===== src/rtl/prefix_adder_pkg.sv =====
// rtl/prefix_adder_pkg.sv - shared types and helpers for the prefix adder pipeline
// Purpose: generate/propagate pair type, ceil-log2 helper and operation encodings
//          used by prefix_cell and prefix_adder_pipe.
package prefix_adder_pkg;

  typedef struct packed {
    logic g;
    logic p;
  } gp_t;

  localparam logic OP_ADD = 1'b0;
  localparam logic OP_SUB = 1'b1;

  // Ceil(log2(n)) for elaboration-time sizing; clog2(1) = 0.
  function automatic int clog2(input int n);
    int r;
    r = 0;
    while ((1 << r) < n) r++;
    return r;
  endfunction

endpackage


===== src/rtl/prefix_cell.sv =====
// rtl/prefix_cell.sv - Kogge-Stone black cell combining two generate/propagate pairs
// Purpose: group (hi, lo) -> {g_hi | p_hi & g_lo, p_hi & p_lo}.
// Ports:
//   gp_hi_i  pair covering the more significant span
//   gp_lo_i  pair covering the adjacent less significant span
//   gp_o     combined pair for the union of both spans
module prefix_cell
  import prefix_adder_pkg::*;
(
  input  gp_t gp_hi_i,
  input  gp_t gp_lo_i,
  output gp_t gp_o
);

  assign gp_o.g = gp_hi_i.g | (gp_hi_i.p & gp_lo_i.g);
  assign gp_o.p = gp_hi_i.p & gp_lo_i.p;

endmodule


===== src/rtl/prefix_adder_pipe.sv =====
// rtl/prefix_adder_pipe.sv - pipelined Kogge-Stone adder/subtractor with tag pass-through
// Purpose: one add/sub per cycle on a valid/ready handshake, NSTG-cycle latency,
//          bubble-collapsing backpressure and a synchronous flush.
// Optional feature: define PREFIX_ADDER_SAT_EN to enable signed saturation on in_sat.
// Ports:
//   clk, rst_n            clock (rising edge), async active-low reset
//   flush                 squash every in-flight operation at the next edge
//   in_valid/in_ready     operation handshake
//   in_a, in_b            operands
//   in_sub, in_cin        subtract select (B inverted, carry-in 1) / carry-in for add
//   in_sat, in_tag        saturation request / tag copied to out_tag
//   out_valid/out_ready   result handshake
//   out_sum, out_cout     result and carry out of the MSB
//   out_ovf, out_zero     signed overflow of the unsaturated sum / result is zero
//   out_tag               tag of the result
module prefix_adder_pipe
  import prefix_adder_pkg::*;
#(
  parameter int WIDTH       = 16,
  parameter int LVL_PER_STG = 2,
  parameter int TAG_W       = 5
) (
  input  logic             clk,
  input  logic             rst_n,
  input  logic             flush,
  input  logic             in_valid,
  output logic             in_ready,
  input  logic [WIDTH-1:0] in_a,
  input  logic [WIDTH-1:0] in_b,
  input  logic             in_sub,
  input  logic             in_cin,
  input  logic             in_sat,
  input  logic [TAG_W-1:0] in_tag,
  output logic             out_valid,
  input  logic             out_ready,
  output logic [WIDTH-1:0] out_sum,
  output logic             out_cout,
  output logic             out_ovf,
  output logic             out_zero,
  output logic [TAG_W-1:0] out_tag
);

  localparam int NLVL = clog2(WIDTH);
  localparam int NPS  = (NLVL + LVL_PER_STG - 1) / LVL_PER_STG;  // prefix stages
  localparam int NSTG = NPS + 1;
  localparam int LAST = NSTG - 1;
  localparam int WP   = 1 << NLVL;                                // padded width

  // Handshake state
  logic [NSTG-1:0] v_q, v_d;
  logic [NSTG-1:0] adv;    // stage i hands its op onward this cycle
  logic [NSTG-1:0] space;  // stage i can be written this cycle
  logic            accept;

  // Stage 0..NPS-1 data; stage NPS is the output register set below
  logic [WP-1:0]    g_q   [NPS];
  logic [WP-1:0]    p_q   [NPS];
  logic [WIDTH-1:0] px_q  [NPS];  // bitwise a^b' kept for the final sum
  logic [TAG_W-1:0] tag_q [NPS];
  logic [NPS-1:0]   cin_q, amsb_q, bmsb_q, sat_q;

  logic [WIDTH-1:0] sum_q;
  logic             cout_q, ovf_q, zero_q;
  logic [TAG_W-1:0] otag_q;

  // Stage 0 combinational inputs
  logic [WIDTH-1:0] bx_d;
  logic             c0_d;
  logic [WP-1:0]    g0_d, p0_d;

  // Prefix network outputs per stage
  logic [WP-1:0] g_nx [1:NPS];
  logic [WP-1:0] p_nx [1:NPS];

  // Output stage combinational results
  logic [WIDTH-1:0] carry_d, sum_raw_d, sum_d;
  logic             ovf_d, zero_d, cout_d;

  // A stage has space when empty or when its op moves on; the walk runs from the
  // output backwards so a single stall point collapses bubbles upstream of it.
  always_comb begin
    adv         = '0;
    space       = '0;
    adv[LAST]   = v_q[LAST] & out_ready;
    space[LAST] = !v_q[LAST] | adv[LAST];
    for (int i = LAST - 1; i >= 0; i--) begin
      adv[i]   = v_q[i] & space[i+1];
      space[i] = !v_q[i] | adv[i];
    end
    v_d    = v_q;
    v_d[0] = space[0] ? in_valid : v_q[0];
    for (int i = 1; i <= LAST; i++) begin
      v_d[i] = space[i] ? v_q[i-1] : v_q[i];
    end
    if (flush) v_d = '0;
  end

  assign in_ready = space[0];
  assign accept   = in_valid & in_ready;

  // Carry-in is folded into bit 0's generate (g[-1] injection) so the prefix
  // tree stays clog2(WIDTH) levels deep; px keeps the raw propagate for the sum.
  always_comb begin
    bx_d = (in_sub == OP_ADD) ? in_b : ~in_b;
    c0_d = (in_sub == OP_SUB) ? 1'b1 : in_cin;
    g0_d = '0;
    p0_d = '0;
    g0_d[WIDTH-1:0] = in_a & bx_d;
    p0_d[WIDTH-1:0] = in_a ^ bx_d;
    g0_d[0] = g0_d[0] | (p0_d[0] & c0_d);
  end

  // Prefix stage k applies levels (k-1)*LVL_PER_STG .. k*LVL_PER_STG-1 to the
  // registers of stage k-1; levels past NLVL pass straight through.
  for (genvar k = 1; k <= NPS; k++) begin : g_stg
    for (genvar j = 0; j < LVL_PER_STG; j++) begin : g_lvl
      localparam int LVL = (k - 1) * LVL_PER_STG + j;
      logic [WP-1:0] gin, pin, go, po;

      if (j == 0) begin : g_src_reg
        assign gin = g_q[k-1];
        assign pin = p_q[k-1];
      end else begin : g_src_lvl
        assign gin = g_lvl[j-1].go;
        assign pin = g_lvl[j-1].po;
      end

      if (LVL < NLVL) begin : g_act
        localparam int SPAN = 1 << LVL;
        for (genvar i = 0; i < WP; i++) begin : g_bit
          if (i >= SPAN) begin : g_cell
            gp_t hi, lo, o;
            assign hi = {gin[i], pin[i]};
            assign lo = {gin[i-SPAN], pin[i-SPAN]};
            prefix_cell u_cell (
              .gp_hi_i (hi),
              .gp_lo_i (lo),
              .gp_o    (o)
            );
            assign go[i] = o.g;
            assign po[i] = o.p;
          end else begin : g_pass
            assign go[i] = gin[i];
            assign po[i] = pin[i];
          end
        end
      end else begin : g_idle
        assign go = gin;
        assign po = pin;
      end
    end

    assign g_nx[k] = g_lvl[LVL_PER_STG-1].go;
    assign p_nx[k] = g_lvl[LVL_PER_STG-1].po;
  end

  // Output stage: carry into bit i is the group generate of bits i-1..0.
  always_comb begin
    carry_d   = {g_nx[NPS][WIDTH-2:0], cin_q[NPS-1]};
    sum_raw_d = px_q[NPS-1] ^ carry_d;
    cout_d    = g_nx[NPS][WIDTH-1];
    ovf_d     = (amsb_q[NPS-1] == bmsb_q[NPS-1]) & (sum_raw_d[WIDTH-1] != amsb_q[NPS-1]);
    sum_d     = sum_raw_d;
`ifdef PREFIX_ADDER_SAT_EN
    if (sat_q[NPS-1] && ovf_d) begin
      sum_d = amsb_q[NPS-1] ? {1'b1, {(WIDTH-1){1'b0}}} : {1'b0, {(WIDTH-1){1'b1}}};
    end
`endif
    zero_d = (sum_d == '0);
  end

  always_ff @(posedge clk or negedge rst_n) begin
    if (!rst_n) begin
      v_q <= '0;
      for (int i = 0; i < NPS; i++) begin
        g_q[i]   <= '0;
        p_q[i]   <= '0;
        px_q[i]  <= '0;
        tag_q[i] <= '0;
      end
      cin_q  <= '0;
      amsb_q <= '0;
      bmsb_q <= '0;
      sat_q  <= '0;
      sum_q  <= '0;
      cout_q <= 1'b0;
      ovf_q  <= 1'b0;
      zero_q <= 1'b0;
      otag_q <= '0;
    end else begin
      v_q <= v_d;
      if (accept) begin
        g_q[0]    <= g0_d;
        p_q[0]    <= p0_d;
        px_q[0]   <= p0_d[WIDTH-1:0];
        tag_q[0]  <= in_tag;
        cin_q[0]  <= c0_d;
        amsb_q[0] <= in_a[WIDTH-1];
        bmsb_q[0] <= bx_d[WIDTH-1];
        sat_q[0]  <= in_sat;
      end
      for (int i = 1; i < NPS; i++) begin
        if (adv[i-1]) begin
          g_q[i]    <= g_nx[i];
          p_q[i]    <= p_nx[i];
          px_q[i]   <= px_q[i-1];
          tag_q[i]  <= tag_q[i-1];
          cin_q[i]  <= cin_q[i-1];
          amsb_q[i] <= amsb_q[i-1];
          bmsb_q[i] <= bmsb_q[i-1];
          sat_q[i]  <= sat_q[i-1];
        end
      end
      if (adv[LAST-1]) begin
        sum_q  <= sum_d;
        cout_q <= cout_d;
        ovf_q  <= ovf_d;
        zero_q <= zero_d;
        otag_q <= tag_q[NPS-1];
      end
    end
  end

  assign out_valid = v_q[LAST];
  assign out_sum   = sum_q;
  assign out_cout  = cout_q;
  assign out_ovf   = ovf_q;
  assign out_zero  = zero_q;
  assign out_tag   = otag_q;

  // Padded top bits and final-level propagates have no consumer.
  logic unused_ok;
`ifdef PREFIX_ADDER_SAT_EN
  assign unused_ok = ^{g_nx[NPS], p_nx[NPS]};
`else
  assign unused_ok = ^{g_nx[NPS], p_nx[NPS], sat_q[NPS-1]};
`endif

endmodule

===== config.mk =====
export PLATFORM = sky130hd
export DESIGN_NAME = prefix_adder_pipe
export DESIGN_NICKNAME = d
export VERILOG_FILES = /design/src/rtl/prefix_adder_pkg.sv /design/src/rtl/prefix_cell.sv /design/src/rtl/prefix_adder_pipe.sv
export SDC_FILE = /design/constraint.sdc
export NUM_CORES = 1
export LEC_CHECK = 0
export BUFFER_PORTS_ARGS = -buffer_cell sky130_fd_sc_hd__buf_2
export CAP_MARGIN = 10
export CORE_MARGIN = 2
export CORE_UTILIZATION = 58
export DETAILED_ROUTE_END_ITERATION = 6
export GPL_TIMING_DRIVEN = 0
export PLACE_DENSITY_LB_ADDON = 0.12
export SKIP_LAST_GASP = 1
export SYNTH_ARGS = -nofsm -noshare
export SYNTH_HDL_FRONTEND = slang
export SYNTH_HIERARCHICAL = 1
export SYNTH_SLANG_ARGS = --single-unit

===== constraint.sdc =====
create_clock -name clk -period 2.05 [get_ports clk]
set_input_delay 0.1025 -clock clk [delete_from_list [all_inputs] [get_ports clk]]
set_output_delay 0.1025 -clock clk [all_outputs]
set_load 0.03 [all_outputs]

==> summary.md <==
The synthesis-to-finish area growth was 25.8%. The type of the worst setup path was reg2reg. Most frequent cell on the critical path: sky130_fd_sc_hd__a21o_1. The largest single stage delay on the critical path is 0.55 ns.

The via count of the first global-routing pass came out at 3,823. The tools report the total congestion overflow after global routing as 0. The run finished with clean final reports. The tools report the required time of the worst setup path as 2.48 ns. Along the worst path, the maximum fanout reaches 4. The number of failing hold endpoints at the final stage came out at 0.

The floorplan step set the die height to 102 microns. The clock passes through at most 2 buffers. The tools report the placer congestion estimate as 0.785. The number of warning messages in the yosys log is 6, and the number of port buffers is 68. The critical path goes through a21o_1 -> a21o_1 -> xnor2_2 -> nand4_1 -> or4_1 -> o21ai_1. After layout, the worst path uses 97.1% of the clock period.

The worst pin sits at a relative slew slack of 70.6%. The gate count after technology mapping was 423. After layout, the worst setup slack is 0.0594 ns. TritonCTS built the clock tree. The first global-routing pass estimated 19,000 microns of wire. The count of cells in the finished layout, fillers not included, comes to 681. IR analysis of the VDD net gives a maximum drop of 0.588 mV. For this configuration, the core starts out at a cell density of 60.1%. The vias per cell is 5.36. The kind of cell with the highest combined delay along the critical path is simple AND/OR/NAND/NOR gates. The net count of the finished layout is 600.

Clock-pin slew was measured on the worst setup and hold paths at 0.06 ns. Dividing the synthesized area by the synthesized cell count gives 13.2 sq um. For this design the static power due to leakage is 3.56 nW. The total area inside the core boundary comes to 9280 sq um. The worst setup path is captured at a flip-flop. The final routed wire length divided by cell count is 17.3 microns.

The HPWL after detailed placement is 8200 microns. Clock latency on the worst-skew pair, taken at its later pin, is 0.51 ns. Number of optimization iterations in the first detailed-route pass: 4. The max-slew violation count was 0.

The worst setup timing slack at the placement stage was 0.0283 ns; the time the worst path needs with I/O delays and setup was 1.99 ns. The iteration-0 DRC count of the detailed router is 99. The clock net in this run drives a total of 119 sinks. The number of buffer and inverter stages on the critical path was 0. The total power is 8.51 mW, and the arrival time of data at the critical path endpoint is 2.42 ns.

Based on the critical path, the design can be clocked at up to 502 MHz. Summed over all layers, the routed wires come to 11,800 microns. The tools report the post-detailed-route DRC marker count as 0.

Row generation in the floorplan step produced 35 rows. The number of nets handed over by synthesis was 484. The die area was 10,400 sq um; the final instance area was 7020 sq um.

The root buffer cell chosen for the clock tree is sky130_fd_sc_hd__clkbuf_8. The number of clock buffers added by TritonCTS is 17. Across the routed clock network, the largest skew measured is 0.00551 ns. Entering global routing, the biggest net connects 90 pins. For the pin with the worst max-slew slack, the measured transition is 0.440 ns. The number of antenna violations at the first check in global routing was 0; the power density relative to cell area was 1210 nW/um^2. Slowest cell on the critical path: sky130_fd_sc_hd__or4_1. The mapped netlist covers 5580 sq um.

The tools report the count of placed standard cells including taps as 621. The worst setup path is launched from a flip-flop. The remaining antenna violation count after routing is 0.

Setup violations remaining at the end of the flow were counted as 0. Width of the die: 102 microns. The tightest hold margin was 0.0377 ns. Once layout is complete, the utilization of the core stands at 75.6%. The H-tree was split into 4 levels. The tools report the placement-stage cell area as 6110 sq um. Global routing used 24.6% of the available tracks across all layers. After routing, the total negative slack on setup checks comes to 0 ns. Kind of path behind the tightest hold check: in2async. The run gives 3,648 as the via count. The number of I/O pins came out at 71.

The ratio of cells with drive above 1 in the final layout works out to 28.4%. Across the run, the number of max-cap violations was 0. The repair_antennas step left the layout with diodes totalling 0.
area by class of cell:
cell class              count  area (sq um)
well taps                 129           161
repair buffers             97           649
clock inverters            12           175
flip-flops and latches    119          2980
clock buffers              20           445
inverters                   1          3.75
fillers                   635          2270
plain buffers              16           103
multi-input cells         287          2500
routing by layer:
layer	vias up	share of wire (%)	global-route usage [%]
li1	1710	-	-
met4	0	1.5	9.23
met3	12	3.6	5.47
met2	87	50	42.0
met1	1839	45	30.8
met5	-	0	0
timing repair:
| action | in CTS | in global routing |
|---|---|---|
| setup buffers | 0 | 2 |
| hold endpoints to repair | 161 | 0 |
| gates resized for setup | 0 | 1 |
| setup endpoints to repair | 0 | 1 |
| hold buffers | 26 | 0 |
power breakdown:
group | internal (mW) | switching, mW
logic | 0.933 | 1.17
clock network | 2.03 | 1.03
registers | 2.92 | 0.434
cells in the final DEF (no fill, tap or decap):
master and count:
sky130_fd_sc_hd__clkbuf_1 1, sky130_fd_sc_hd__clkbuf_16 16, sky130_fd_sc_hd__buf_6 1, sky130_fd_sc_hd__ha_1 16, sky130_fd_sc_hd__nand2b_1 1, sky130_fd_sc_hd__a21oi_1 3, sky130_fd_sc_hd__clkbuf_8 3, sky130_fd_sc_hd__nor2b_1 1
sky130_fd_sc_hd__clkinv_4 2, sky130_fd_sc_hd__nand4b_1 1, sky130_fd_sc_hd__o21ai_1 19, sky130_fd_sc_hd__mux2_1 97, sky130_fd_sc_hd__nand4_1 4, sky130_fd_sc_hd__inv_1 1, sky130_fd_sc_hd__xnor2_2 3, sky130_fd_sc_hd__or4_1 1
sky130_fd_sc_hd__a21o_1 49, sky130_fd_sc_hd__or2_2 1, sky130_fd_sc_hd__nor2_1 4, sky130_fd_sc_hd__clkinvlp_4 3, sky130_fd_sc_hd__buf_16 1, sky130_fd_sc_hd__dfrtp_1 119, sky130_fd_sc_hd__clkinv_2 3, sky130_fd_sc_hd__nor3_1 1
sky130_fd_sc_hd__and2_2 34, sky130_fd_sc_hd__buf_4 11, sky130_fd_sc_hd__bufinv_16 4, sky130_fd_sc_hd__nand2_1 21, sky130_fd_sc_hd__nand2_2 1, sky130_fd_sc_hd__buf_2 74, sky130_fd_sc_hd__xor2_1 16, sky130_fd_sc_hd__and3_1 1
sky130_fd_sc_hd__dlygate4sd3_1 26, sky130_fd_sc_hd__xnor2_1 13
worst reg2reg max path: stages (launching register included):
cell and delay [ns]:
sky130_fd_sc_hd__dfrtp_1 0.45, sky130_fd_sc_hd__a21o_1 0.22, sky130_fd_sc_hd__a21o_1 0.21, sky130_fd_sc_hd__xnor2_2 0.24, sky130_fd_sc_hd__nand4_1 0.11, sky130_fd_sc_hd__or4_1 0.55
sky130_fd_sc_hd__o21ai_1 0.15
registers in the layout, indices dropped and copies added (netlist names):
register and flops:
cin_q 2, px_q 31, v_q 3, out_cout 1, out_tag 5, g_stg.g_lvl.gin 32, out_zero 1, amsb_q 2
out_ovf 1, out_sum 16, tag_q 10, bmsb_q 2, g_stg.g_lvl.pin 13
worst paths after layout:
path                                                from                        to  slack, ns  depth (start not counted)
worst min-delay path                               rst_n                out_tag[3]       0.04                          2
min in group clk                                 in_b[5]                  px_q[21]       0.09                          4
max in group asynchronous                          rst_n  g_stg[1].g_lvl[0].gin[6]       1.29                          3
worst max-delay path            g_stg[2].g_lvl[0].gin[2]                  out_zero       0.06                          6
worst max register to register  g_stg[2].g_lvl[0].gin[2]                  out_zero       0.06                          6
worst min register to register               out_sum[13]               out_sum[13]       0.48                          2
(Power assumes the default switching activity.)
